[src/rtl/board_pkg.sv]
// Shared encodings for the board-state checkers: cell/result codes, scan FSM states
// and the tic-tac-toe line table.
package board_pkg;

    localparam int unsigned MACRO_CELLS = 9;

    typedef enum logic [1:0] {
        ST_ANDAMENTO = 2'b00,
        ST_P1        = 2'b01,
        ST_P2        = 2'b10,
        ST_EMPATE    = 2'b11
    } cell_st_e;

    typedef enum logic [1:0] {
        S_IDLE,
        S_FETCH,
        S_LAST,
        S_EVAL
    } scan_state_e;

    // Cell numbers (1-based) of the 8 winning lines.
    localparam logic [0:7][0:2][3:0] WIN_LINES = {
        4'd1, 4'd2, 4'd3,
        4'd4, 4'd5, 4'd6,
        4'd7, 4'd8, 4'd9,
        4'd1, 4'd4, 4'd7,
        4'd2, 4'd5, 4'd8,
        4'd3, 4'd6, 4'd9,
        4'd1, 4'd5, 4'd9,
        4'd3, 4'd5, 4'd7
    };

endpackage

[src/rtl/win_line_evaluator.sv]
// Combinational game-result evaluation of a 3x3 board: line wins (P1 priority),
// otherwise draw when full, otherwise in progress.
module win_line_evaluator
    import board_pkg::*;
(
    input  logic [MACRO_CELLS:1][1:0] cells,
    output logic [1:0]                result
);

    logic p1_win;
    logic p2_win;
    logic full;

    always_comb begin
        p1_win = 1'b0;
        p2_win = 1'b0;
        full   = 1'b1;
        for (int unsigned l = 0; l < 8; l++) begin
            if (cells[WIN_LINES[l][0]] == ST_P1 && cells[WIN_LINES[l][1]] == ST_P1 &&
                cells[WIN_LINES[l][2]] == ST_P1)
                p1_win = 1'b1;
            if (cells[WIN_LINES[l][0]] == ST_P2 && cells[WIN_LINES[l][1]] == ST_P2 &&
                cells[WIN_LINES[l][2]] == ST_P2)
                p2_win = 1'b1;
        end
        for (int unsigned i = 1; i <= MACRO_CELLS; i++) begin
            if (cells[i] == ST_ANDAMENTO)
                full = 1'b0;
        end

        if (p1_win)
            result = ST_P1;
        else if (p2_win)
            result = ST_P2;
        else if (full)
            result = ST_EMPATE;
        else
            result = ST_ANDAMENTO;
    end

endmodule

[config.mk]
export PLATFORM = sky130hd
export DESIGN_NAME = win_line_evaluator
export DESIGN_NICKNAME = d
export VERILOG_FILES = /design/src/rtl/board_pkg.sv /design/src/rtl/win_line_evaluator.sv
export SDC_FILE = /design/constraint.sdc
export NUM_CORES = 1
export LEC_CHECK = 0
export BUFFER_PORTS_ARGS = -buffer_cell sky130_fd_sc_hd__buf_2
export CORE_AREA = 3 3 40 42
export DETAILED_ROUTE_END_ITERATION = 7
export DIE_AREA = 0 0 43 45
export GPL_ROUTABILITY_DRIVEN = 0
export MAX_ROUTING_LAYER = met4
export PLACE_DENSITY = 0.53
export SLEW_MARGIN = 20
export SYNTH_ARGS = -nofsm -noshare
export SYNTH_HDL_FRONTEND = slang
export SYNTH_SLANG_ARGS = --single-unit
[constraint.sdc]
create_clock -name vclk -period 3.15
set_input_delay 0.63 -clock vclk [all_inputs]
set_output_delay 0.63 -clock vclk [all_outputs]
set_load 0.005 [all_outputs]
==> flow_summary.yaml, run 1 <==
power_and_ir_drop:
  powerDensity_nw_per_um2: 108
  p_leak_nw: 0.188
  power_uw: 50.0
  vdd_drop_max_mv: 0.0232
placed_design:
  dp_cells: 78
  port_buffers: 20
  post-dp-hpwl_um: 873
final_layout:
  diodes: 0
  synthToLayoutAreaGrowth_pct: 34.3
  nClkBuffers: 0
  final_cells: 78
  flops_and_latches: 0
  drive_gt1_share_pct: 38.1
  final_cell_mix: "buf_2, nor4bb_1, nor2b_1"
  multi_input_area_um2: 343
  seq_area_um2: 0
  finalNetCount: 83
  nFillCells: 146
  final_common_cell: "buf_2"
  fin_util_pct: 36.2
timing:
  fin_tns_setup_ps: 0
  fin_crit_sh_pct: 76.2
  setup_violations: 0
  fin_crit_ps: 2400
  relSlewSlack_pct: 82.4
  timing.fmax_mhz: 416
  drv_slew: 0
  finalHoldViolCount: 0
  whs_ps: 1750
  tightest_slew_ps: 260
  rsz0062_at_grt: "no"
min_path:
  whs_endpoint: "result[1]"
  hold_path.class: "in -> out"
  worstHoldStart: "cells[0]"
  min_delay_path_depth: 4
clock_network:
  cts_hold_buf: 0
  post_cts_buffers: 0
  cts_resized: 0
die:
  io_pins: 20
  fp.dieW_um: 43
  fp.dieH_um: 45
  fp-row-count: 13
  die_area_um2: 1940
  core_um2: 1280
  start_util_pct: 27.0
yosys:
  synth-adder-area-share_pct: 0
  netlist.area_leader.share_pct: 34.7
  synth-xor-area-share_pct: 0
  synth-compound-area-share_pct: 26.7
  synth_top_family_by_area: "simple AND/OR/NAND/NOR gates"
  syn_area_per_cell_um2: 8.06
  synth_area_um2: 347
  ys_seq_area_share_pct: 0
  ys_types: 16
  synth_top_cell_by_area: "nor4bb_1"
  yosysWarnings: 0
  netlist_top_cells_area: "nor4bb_1, nor2b_1, and4bb_2"
  syn_nets: 61
  synth-simple-area-share_pct: 72.2
  synthMuxAreaShare_pct: 0
  synth_cells: 43
setup_path:
  crit_start: "cells[9]"
  cp-start-kind: "input port"
  critPathRequiredTime_ps: 2520
  criticalPathCategory: "in -> out"
  crit_path_max_incr_delay_ps: 250
  crit_slowest_cell: "o311ai_1"
  arrival_ps: 1770
  path_buf_inv: 2
  crit_chain: "buf_2 > and4bb_1 > o311ai_1 > and4_1 > a21boi_2 > buf_2"
  worst_path_most_repeated_cell: "buf_2"
  worstPathMaxFanout: 8
  crit_path_end_kind: "output pin"
  critical_path.top_delay_family: "simple AND/OR/NAND/NOR gates"
routing:
  ant_nets: 0
  wirelength_um: 1100
  drt_iter0_drc: 15
  drc: 0
  wl_per_cell_um: 14.0
  vias_per_cell: 6.00
  via_count: 468
  dr.pass1.iters: 4
global_route:
  grt_max_degree: 9
  track_usage_pct: 11.7
  antenna_found_initial: 0
  grt_pass1_vias: 434
  grt_pass1_wl_um: 1810
  grt-ovfl-total: 0
outcome:
  status: "finished clean"
run:
  maxCapViolCount: 0
==> synth_stat cells, drive strengths merged <==
master  count
and4bb      4
o21ai       6
o311ai      1
o22ai       3
a21boi      1
nor4bb     12
a22oi       1
nor2b       7
inv         1
o22a        1
nand4       1
o211ai      1
and4        2
nand3b      1
nor3        1
==> cells by family after synthesis <==
kind of cell,after synthesis
AOI/OAI and AO/OA,14
buffers and inverters,1
and+or+nand+nor,28
==> metal layers <==
metal	wire length (µm)	vias to the layer above	share of wire [%]	track usage, %
met5	0	-	0	-
met4	0	0	0	1.20
met3	110	0	10	1.20
met2	527	26	48	19.5
met1	457	209	42	16.0
li1	-	233	-	-
==> power breakdown <==
| part | leakage, nW | internal [mW] | switching, mW | total (mW) |
|---|---|---|---|---|
| logic | 0.188 | 0.0261 | 0.0240 | 0.0500 |
| registers | 0 | 0 | 0 | 0 |
| clock network | 0 | 0 | 0 | 0 |
==> layout make-up <==
type	count	share of cell area (%)
Multi-Input combinational cell	42	73.7
Tap cell	15	4.03
Inverter	1	0.806
Timing Repair Buffer	20	21.5
==> how the worst max path moves through the flow <==
stage	to	depth (start not counted)
after floorplan	result[1]	4
after global placement	result[1]	6
after detailed placement	result[1]	6
after CTS	result[1]	6
after global routing	result[1]	6
final	result[1]	6
==> through the flow <==
step           setup WS, ps  cell area [µm²]
2_1_floorplan          1110              347
3_3_place_gp            739              465
3_5_place_dp            766              465
4_1_cts                 762              465
5_1_grt                 667              465
6_report                748              465
(Power assumes the default switching activity.)
==> run 2: changes to the inputs <==
- ABC_AREA: default -> 1
- PLACE_DENSITY: 0.53 -> 0.57
- clock period: 3.15 -> 2 ns (I/O delays scaled with it)
==> flow_summary.yaml, run 2 <==
die:
  core_um2: 1280
  fp-row-count: 13
  fp.dieW_um: 43
  fp.dieH_um: 45
  die_area_um2: 1940
  io_pins: 20
  start_util_pct: 28.4
setup_path:
  crit_path_end_kind: "output pin"
  critPathRequiredTime_ps: 1600
  cp-start-kind: "input port"
  crit_slowest_cell: "nor2_1"
  worstPathMaxFanout: 3
  arrival_ps: 1280
  crit_chain: "buf_2 > inv_1 > nor2_1 > nand3_1 > nand2_1 > inv_1 > nand2_1 > nor2_1 > a21oi_2 > buf_2"
  crit_cells: 10
  criticalPathCategory: "in -> out"
  path_buf_inv: 4
  critical_path.top_delay_family: "simple AND/OR/NAND/NOR gates"
  crit_path_max_incr_delay_ps: 200
clock_network:
  cts_hold_buf: 0
  cts_resized: 0
  post_cts_buffers: 0
timing:
  relSlewSlack_pct: 83.5
  drv_slew: 0
  fin_crit_ps: 1680
  fin_ws_ps: 318
  setup_violations: 0
  rsz0062_at_grt: "no"
  timing.fmax_mhz: 595
  fin_tns_setup_ps: 0
  fin_crit_sh_pct: 84.1
  finalHoldViolCount: 0
  tightest_slew_ps: 246
routing:
  via_count: 524
  ant_nets: 0
  drt_iter0_drc: 10
  vias_per_cell: 4.33
  wl_per_cell_um: 8.05
  wirelength_um: 974
  drc: 0
  dr.pass1.iters: 4
final_layout:
  fin_util_pct: 37.7
  fin_area_um2: 484
  nClkBuffers: 0
  seq_area_um2: 0
  nFillCells: 151
  flops_and_latches: 0
  diodes: 0
  synthToLayoutAreaGrowth_pct: 32.5
  drive_gt1_share_pct: 28.3
  finalNetCount: 126
  final_cell_mix: "nand2_1, nor2_1, buf_2"
  final_common_cell: "nand2_1"
global_route:
  antenna_found_initial: 0
  grt_util_met3_pct: 0.398
  grt_util_met2_pct: 20.7
  grt_pass1_wl_um: 1600
  grt-ovfl-total: 0
  track_usage_pct: 10.5
  grt_pass1_vias: 441
  grt_use_met1_pct: 12.6
  busiest_layer: "met2"
  grt_max_degree: 5
power_and_ir_drop:
  vdd_drop_max_mv: 0.0567
  p_leak_nw: 0.335
  powerDensity_nw_per_um2: 166
  power_uw: 80.6
placed_design:
  pre_cts_ws_ps: 311
  post-dp-hpwl_um: 907
  port_buffers: 20
  dpl_cell_area_um2: 484
yosys:
  synthMuxAreaShare_pct: 0
  synth_cells: 86
  ys_types: 11
  synth-compound-area-share_pct: 7.88
  synth_area_um2: 365
  syn_nets: 104
  yosysMostFrequentCell: "nand2_1"
  ys_seq_area_share_pct: 0
  synth_top_cell_by_area: "nand2_1"
  syn_area_per_cell_um2: 4.25
  netlist.area_leader.share_pct: 28.8
  netlist_top_cells_area: "nand2_1, nor2_1, inv_1"
  synth-xor-area-share_pct: 0
  ys_top_cells_by_count: "nand2_1, nor2_1, inv_1, nor2_2, a21oi_1"
  yosysWarnings: 0
  synth-adder-area-share_pct: 0
  synth-simple-area-share_pct: 70.5
  synth_top_family_by_area: "simple AND/OR/NAND/NOR gates"
run:
  maxCapViolCount: 0
min_path:
  min_delay_path_depth: 5
  hold_path.class: "in -> out"
outcome:
  status: "finished clean"
[run 2: where the power goes]
| part | leakage [nW] | internal (mW) | total (mW) | switching (mW) |
|---|---|---|---|---|
| logic | 0.335 | 0.0340 | 0.0806 | 0.0466 |
| clock network | 0 | 0 | 0 | 0 |
| registers | 0 | 0 | 0 | 0 |
[run 2: worst paths after layout]
path	startpoint	endpoint	slack [ps]
max	cells[1]	result[1]	320
min	cells[2]	result[1]	1220
[run 2: area by class of cell]
| class | instances | area [µm²] | share of cell area (%) |
|---|---|---|---|
| multi-input cells | 65 | 287 | 59.2 |
| inverters | 21 | 78.8 | 16.3 |
| repair buffers | 20 | 100 | 20.7 |
| well taps | 15 | 18.8 | 3.88 |
[run 2: cells by family (layout without fill, tap and decap cells)]
kind of cell	after synthesis	in the layout
AND/OR/NAND/NOR	60	60
buffers and inverters	21	41
AO/OA/AOI/OAI	5	5
[run 2: stage by stage]
step,cells,hold WS (ps)
after floorplan,86,972
after global placement,121,1220
after detailed placement,121,1220
after CTS,121,1220
after global routing,121,1260
final,121,1220
[run 2: layer usage]
metal,up-vias,wire length [µm]
met1,222,446
met3,0,42
met4,0,0
li1,292,-
met5,-,0
met2,10,485
